<file path="src/rtl/fw_event_queue.sv">
// Firmware event queue: report/warning/error/compare pulses are arbitrated
// by priority into a show-ahead FIFO, and a saturating counter records events that were lost.
module fw_event_queue #(
   parameter int DEPTH = 8,
   parameter int AW    = 3
) (
   input  logic          wb_clk_i,
   input  logic          wb_rst_i,
   input  logic          new_report,
   input  logic          new_warning,
   input  logic          new_error,
   input  logic          new_compare,
   input  logic [31:0]   report_reg,
   input  logic [31:0]   warning_reg,
   input  logic [31:0]   error_reg,
   input  logic [31:0]   expected_reg,
   input  logic [31:0]   measured_reg,
   output logic          evt_valid_o,
   input  logic          evt_ready_i,
   output logic [1:0]    evt_type_o,
   output logic [31:0]   evt_data_o,
   output logic [31:0]   evt_data2_o,
   output logic [AW:0]   count_o,
   output logic [15:0]   drop_count_o
);

   localparam logic [AW:0] CNT_FULL = (AW+1)'(DEPTH);

   logic [1:0]    type_mem  [DEPTH];
   logic [31:0]   data_mem  [DEPTH];
   logic [31:0]   data2_mem [DEPTH];

   logic [AW-1:0] rd_ptr, wr_ptr;
   logic [3:0]    pend, pend_nxt;
   logic [3:0]    pulse, cand, sel_oh;
   logic [1:0]    sel_type;
   logic          push, pop;
   logic [31:0]   push_data, push_data2;
   logic [2:0]    drop_inc;
   logic [16:0]   drop_sum;
   logic [15:0]   drop_nxt;

   assign evt_valid_o = (count_o != '0);
   assign pop         = evt_valid_o && evt_ready_i;

   always_comb begin
      pulse      = {new_compare, new_error, new_warning, new_report};
      cand       = pend | pulse;
      sel_type   = 2'd0;
      push_data  = '0;
      push_data2 = '0;
      drop_inc   = '0;
      // priority: error > warning > compare > report
      if (cand[2])      sel_type = 2'd2;
      else if (cand[1]) sel_type = 2'd1;
      else if (cand[3]) sel_type = 2'd3;
      else              sel_type = 2'd0;
      push   = (|cand) && ((count_o != CNT_FULL) || pop);
      sel_oh = push ? (4'b0001 << sel_type) : 4'b0000;
      case (sel_type)
         2'd0: push_data = report_reg;
         2'd1: push_data = warning_reg;
         2'd2: push_data = error_reg;
         default: begin
            push_data  = expected_reg;
            push_data2 = measured_reg;
         end
      endcase
      // a pulse landing on its own pending bit survives only if that bit is pushed now
      for (int t = 0; t < 4; t++) begin
         pend_nxt[t] = sel_oh[t] ? (pend[t] & pulse[t]) : cand[t];
         if (pulse[t] && pend[t] && !sel_oh[t])
            drop_inc = drop_inc + 3'd1;
      end
      drop_sum = {1'b0, drop_count_o} + 17'(drop_inc);
      drop_nxt = drop_sum[16] ? 16'hFFFF : drop_sum[15:0];
   end

   always_ff @(posedge wb_clk_i) begin
      if (wb_rst_i) begin
         rd_ptr       <= '0;
         wr_ptr       <= '0;
         count_o      <= '0;
         pend         <= '0;
         drop_count_o <= '0;
      end else begin
         pend         <= pend_nxt;
         drop_count_o <= drop_nxt;
         if (push) wr_ptr <= wr_ptr + 1'b1;
         if (pop)  rd_ptr <= rd_ptr + 1'b1;
         case ({push, pop})
            2'b10:   count_o <= count_o + 1'b1;
            2'b01:   count_o <= count_o - 1'b1;
            default: count_o <= count_o;
         endcase
      end
   end

   // storage needs no reset; outputs are masked while empty
   always_ff @(posedge wb_clk_i) begin
      if (!wb_rst_i && push) begin
         type_mem[wr_ptr]  <= sel_type;
         data_mem[wr_ptr]  <= push_data;
         data2_mem[wr_ptr] <= push_data2;
      end
   end

   assign evt_type_o  = evt_valid_o ? type_mem[rd_ptr]  : 2'd0;
   assign evt_data_o  = evt_valid_o ? data_mem[rd_ptr]  : 32'd0;
   assign evt_data2_o = evt_valid_o ? data2_mem[rd_ptr] : 32'd0;

endmodule

</file>
<file path="config.mk">
export PLATFORM = sky130hd
export DESIGN_NAME = fw_event_queue
export DESIGN_NICKNAME = d
export VERILOG_FILES = /design/src/rtl/fw_event_queue.sv
export SDC_FILE = /design/constraint.sdc
export NUM_CORES = 1
export LEC_CHECK = 0
export CORE_MARGIN = 2
export CORE_UTILIZATION = 41
export CTS_CLUSTER_SIZE = 8
export DETAILED_ROUTE_END_ITERATION = 10
export PLACE_DENSITY = 0.63
export REMOVE_ABC_BUFFERS = 1
export SLEW_MARGIN = 20
export SYNTH_ARGS = -nofsm -noshare
export SYNTH_HDL_FRONTEND = slang
export SYNTH_SLANG_ARGS = --single-unit
</file>
<file path="constraint.sdc">
create_clock -name wb_clk_i -period 27 [get_ports wb_clk_i]
set_input_delay 5.4 -clock wb_clk_i [delete_from_list [all_inputs] [get_ports wb_clk_i]]
set_output_delay 5.4 -clock wb_clk_i [all_outputs]
set_load 0.01 [all_outputs]
</file>
Word-level counts from Yosys, hierarchy flattened --
Memory sizes are Yosys's and may differ from the RTL's. A register that Yosys moved wholly into a read port is not among the register bits. Index checks and enable logic that the tools add are counted.
Operators by class: add/sub/neg operators 8, equality and inequality tests 5, shift operators 1, mux-type cells 27, bitwise operators 5, reductions and logical operators 22
Operators by type and width (number):
- 2-to-1 mux 32 bit | 3
- one-hot mux 32 bit (3 select lines) | 1
- 2-to-1 mux 3 bit | 9
- adder 16 x 3 -> 17 bit | 1
- 2-to-1 mux 16 bit | 1
- adder 3 x 1 -> 3 bit, second input constant | 5
- logical AND 1 bit | 11
- 2-to-1 mux 2 bit | 4
- one-hot mux 4 bit (2 select lines) | 1
- 2-to-1 mux 1 bit | 7
- zero test 1 bit | 5
- adder 4 x 1 -> 4 bit, second input constant | 1
- AND 1 bit | 4
- == test 2 x 1 -> 1 bit, second input constant | 2
- == test 2 bit, second input constant | 2
- 2-to-1 mux 4 bit | 1
- != test 4 bit, second input constant | 1
- OR 4 bit | 1
- nonzero test 4 bit | 1
- OR reduction 4 bit | 1
- << shifter 1 x 2 -> 4 bit, first input constant | 1
- subtractor 4 x 1 -> 4 bit, second input constant | 1
- OR reduction 3 bit | 1
- zero test 2 bit | 1
- other kinds (2) | 2
Word-level totals: bits in registers 30, memory bits (writable) 528, input port bits 167, output and inout bits 87, memories kept 3
Memories:
- data2_mem | depth 8, width 32, rd ports 1, clocked after Yosys merged registers in 1, write ports 1, RTL line 31 | logic [31:0] data2_mem [DEPTH];
- data_mem | depth 8, width 32, rd ports 1, clocked after Yosys merged registers in 1, write ports 1, RTL line 30 | logic [31:0] data_mem [DEPTH];
- type_mem | depth 8, width 2, rd ports 1, clocked after Yosys merged registers in 1, write ports 1, RTL line 29 | logic [1:0] type_mem [DEPTH];

Longest topological paths before layout --
depth in word-level cells 17, gate-level depth with buffers 18, gate-level depth less buffers 17

Least setup slack after synthesis --
No wires, ideal clock.
kind input-to-reg, from input port evt_ready_i, to memory data2_mem[4][0], enable pin, arrival time 12.778 ns, data required time 26.324 ns, path slack 13.546 ns, stages on the path 4, buffers on the path 0, path through nand3b_2 nand2_1 or2_1 nor4b_1
On the way: cells in the longest elaborated chain, start to end 6
RTL lines:
- start: declaration | RTL line 19 | input logic evt_ready_i,
- logical AND 1 bit | RTL line 44 | assign pop = evt_valid_o && evt_ready_i;
- logical OR 1 bit | RTL line 58 | push = (|cand) && ((count_o != CNT_FULL) || pop);
- logical AND 1 bit | RTL line 58
- logical AND 1 bit | RTL line 101 | if (!wb_rst_i && push) begin
- 2-to-1 mux 1 bit | RTL line 101
- 2-to-1 mux 1 bit (not written as such) | RTL line 104 | data2_mem[wr_ptr] <= push_data2;
- end: declaration | RTL line 31
No other way between the ends.

Worst setup path after layout --
from input port new_warning, to register drop_count_o[8]
On the way: cells in the longest elaborated chain, start to end 16, elaborated cells between the ends (all ways) 25
RTL lines:
- start: declaration | RTL line 10 | input logic new_warning,
- OR 4 bit | RTL line 48 | cand = pend | pulse;
- 2-to-1 mux 2 bit | RTL line 55 | else if (cand[1]) sel_type = 2'd1;
- 2-to-1 mux 2 bit | RTL line 54 | if (cand[2]) sel_type = 2'd2;
- << shifter 1 x 2 -> 4 bit | RTL line 59 | sel_oh = push ? (4'b0001 << sel_type) : 4'b0000;
- 2-to-1 mux 4 bit | RTL line 59
- zero test 1 bit | RTL line 72 | if (pulse[t] && pend[t] && !sel_oh[t])
- logical AND 1 bit | RTL line 72
- 2-to-1 mux 1 bit | RTL line 72
- adder 3 x 1 -> 3 bit | RTL line 73 | drop_inc = drop_inc + 3'd1;
- 2-to-1 mux 3 bit | RTL line 72
- adder 3 x 1 -> 3 bit | RTL line 73
- 2-to-1 mux 3 bit | RTL line 72
- adder 3 x 1 -> 3 bit | RTL line 73
- 2-to-1 mux 3 bit * | RTL line 72
- adder 16 x 3 -> 17 bit * | RTL line 75 | drop_sum = {1'b0, drop_count_o} + 17'(drop_inc);
- 2-to-1 mux 16 bit * | RTL line 76 | drop_nxt = drop_sum[16] ? 16'hFFFF : drop_sum[15:0];
- end signal: assignment | RTL line 88 | drop_count_o <= drop_nxt;
- end: declaration | RTL line 24 | output logic [15:0] drop_count_o
Every way passes the cells marked *; elsewhere a longest branch is shown, timed or not. A chain may end at the register's enable or synchronous reset.

==> flow_summary.yaml <==
finish:
  diodes: 0
  syn_to_final_growth_pct: 24.63
  drive_above_1_share_pct: 18.12
  stdcell_area_mm2: 0.02833
  final_common_cell: "edfxtp_1"
  layout_common_cells: "edfxtp_1, clkdlybuf4s50_1, mux4_2"
  finalNetCount: 1666
  stdcell_count: 2255
cts:
  clock_latency_ps: 610
  postCtsSetupBuffers: 0
  ctsLongestPathBuffers: 3
  root_buffer: "clkbuf_16"
  hold_buffers: 0
  path_clk_slew_ps: 50
  cts.repair.resized: 0
  cts.sinks: 561
  cts_tree: "built"
  numCtsBuffers: 80
  htree_levels: 3
power:
  peakVddDrop_uv: 43.11
  power_leakage_uw: 0.008928
  power.density_mw_per_mm2: 83.71
timing:
  setup_ws_ps: 17260
  fin_crit_ps: 9740
  whs_ps: 491.2
  max_freq_ghz: 0.1027
  drv_slew: 0
  grt_setup_unrepaired: "no"
  setup_viol: 0
  setup_tns_ps: 0
  fin_worst_skew_ps: 20.61
  period_share_pct: 36.08
  finalHoldViolCount: 0
  worst-slew-pin-transition_ps: 1119
  max-slew-margin-rel_pct: 24.78
detailed_routing:
  drtIter0Drc: 959
  detail-route-antenna-nets: 0
  dr.pass1.iters: 6
  wire_per_inst_um: 23.00
  vias: 12210
  drt-vias-per-instance: 5.416
  drc_errors: 0
  wirelength_um: 51870
worst_setup_path:
  crit_path_start: "new_warning"
  endpoint: "drop_count_o[8]$_SDFF_PP0_"
  timing.critical_path.buf_inv: 3
  reg2reg_from: "pend[3]$_SDFF_PP0_"
  cp.arrival_ps: 10280
  cp_top_family: "simple AND/OR/NAND/NOR gates"
  slowest_stage: "and2_2"
  critPathMaxFanout: 33
  reg2reg_to: "drop_count_o[8]$_SDFF_PP0_"
  required_ps: 27540
  worstSetupPathDepth: 17
  reg2regPathDepth: 16
  crit_chain: "clkdlybuf4s50_1 > nor4_4 > and2_2 > nand2_1 > and3_1 > inv_1 > ha_1 > xor2_2 > xor2_1 > ha_1 > inv_1 > fa_1 > nor2b_1 > o211ai_1 > nor2_1 > nand2_1 > a21oi_1"
  worstSetupStartpointType: "input port"
  ff2ff_setup_slack_ps: 22260
  critPathKind: "input port to flip-flop"
  end_kind: "flip-flop"
  max_stage_delay_ps: 830
floorplan:
  coreArea_mm2: 0.05499
  ios: 254
  num_rows: 86
  initial_core_util_pct: 41.34
  die_area_mm2: 0.05734
  die_w_um: 239.5
  die_h_um: 239.5
placement:
  io_buffers: 253
  globalplace.congestion: 0.7241
  dp_hpwl_um: 28420
  dp.cells: 2152
  placed_cell_area_mm2: 0.02613
  dp_slack_ps: 16680
logic_synthesis:
  ys_seq_area_share_pct: 72.66
  yosysTopAreaCell: "edfxtp_1"
  synthArstFlopShare_pct: 0
  synth_seq_cells: 561
  ys_warn_count: 0
  synth_flop_cell: "edfxtp_1"
  yosysTopAreaCellShare_pct: 69.76
  synth_cell_types: 54
  synth_area_leaders: "edfxtp_1, mux4_2, mux2i_1"
  avgSynthCellArea_um2: 18.97
  synth_cells: 1198
  synth_edf_count: 528
  synth_area_mm2: 0.02273
grt:
  grt_overflow: 0
  grt_pass1_wl_um: 77740
  antenna_found_initial: 3
  grt_usage_pct: 18.42
  grt_pass1_vias: 12890
  grt_max_degree: 69
status:
  status: "finished clean"
flow_run:
  cap_violations: 0
worst_hold_path:
  min_path_type: "flip-flop to flip-flop"
==> where the power goes <==
group	total [µW]	switching, µW	leakage (µW)	internal (µW)
sequential	1020	21.9	0.00506	995
combinational	471	231	0.00280	241
clock	884	350	0.00107	533
total	2370	603	0.00893	1770
==> tightest hold or removal path, stage by stage (launching register included) <==
cell	delay (ps)
dfxtp_1	310
nand2_1	60
a21oi_1	80
==> per-stage QoR <==
| stage | power (µW) | utilization (%) |
|---|---|---|
| 2_1_floorplan | 1334 | - |
| 3_3_place_gp | 1511 | 47.52 |
| 3_5_place_dp | 1517 | 47.52 |
| 4_1_cts | 2407 | 51.52 |
| 5_1_grt | 2471 | 51.52 |
| 6_report | 2371 | 51.52 |
==> worst min path at each step <==
stage	from	to	slack, ps	depth (start not counted)
global route	rd_ptr[1]$_SDFFE_PP0P_	flip-flop	510	2
global placement	rd_ptr[1]$_SDFFE_PP0P_	flip-flop	460	2
detailed placement	rd_ptr[1]$_SDFFE_PP0P_	flip-flop	490	2
CTS	rd_ptr[1]$_SDFFE_PP0P_	flip-flop	490	2
floorplan	rd_ptr[1]$_SDFFE_PP0P_	flip-flop	450	2
finish	rd_ptr[1]$_SDFFE_PP0P_	flip-flop	490	2
==> synthesized netlist by cell type (2+ instances only) <==
cell type	number
a21o_1	3
a21oi_1	52
a222oi_1	32
and2_1	34
and4_1	3
buf_1	13
buf_2	20
buf_4	8
clkbuf_1	30
dfxtp_1	33
edfxtp_1	528
fa_1	2
ha_1	11
inv_1	12
mux2i_1	69
mux4_2	132
nand2_1	20
nand2_2	2
nand3_1	10
nand3b_1	2
nor2_1	115
nor2b_1	3
nor3_1	4
nor4_1	3
nor4_4	3
nor4b_1	4
o21ai_0	5
o31ai_1	3
or2_1	2
xnor2_1	8
xor2_1	9
==> state kept, by name, summed over array words and instances, names as in the netlist, named ones only <==
register / count
count_o: 4
data2_mem: 256
data_mem: 256
drop_count_o: 16
pend: 4
rd_ptr: 3
type_mem: 16
wr_ptr: 3
==> routing by layer <==
metal	GRT usage [%]	routed length, µm
met1	25.98	23450
met2	29.04	24720
met3	3.815	2898
met4	5.455	793
met5	0	9
==> logic make-up (layout without fill, tap and decap cells) <==
kind of cell / after synthesis / after routing / share of synthesized area, %
fa+ha+maj: 13 / 13 / 0.7817
flops: 561 / 561 / 72.66
xor+xnor: 18 / 18 / 0.7267
simple gates: 215 / 215 / 4.778
compound gates: 104 / 104 / 3.187
buf+inv: 84 / 393 / 1.629
mux: 203 / 203 / 16.23
==> final cells by class <==
class | count | area (µm²)
fill | 4456 | 26660
sequential | 561 | 16530
multi-input combinational | 553 | 5904
timing repair buffer | 277 | 2713
clock buffer | 94 | 2054
tap | 748 | 935.9
clock inverter | 9 | 143.9
inverter | 13 | 48.80
No activity file was read; power rests on OpenSTA's default activity.
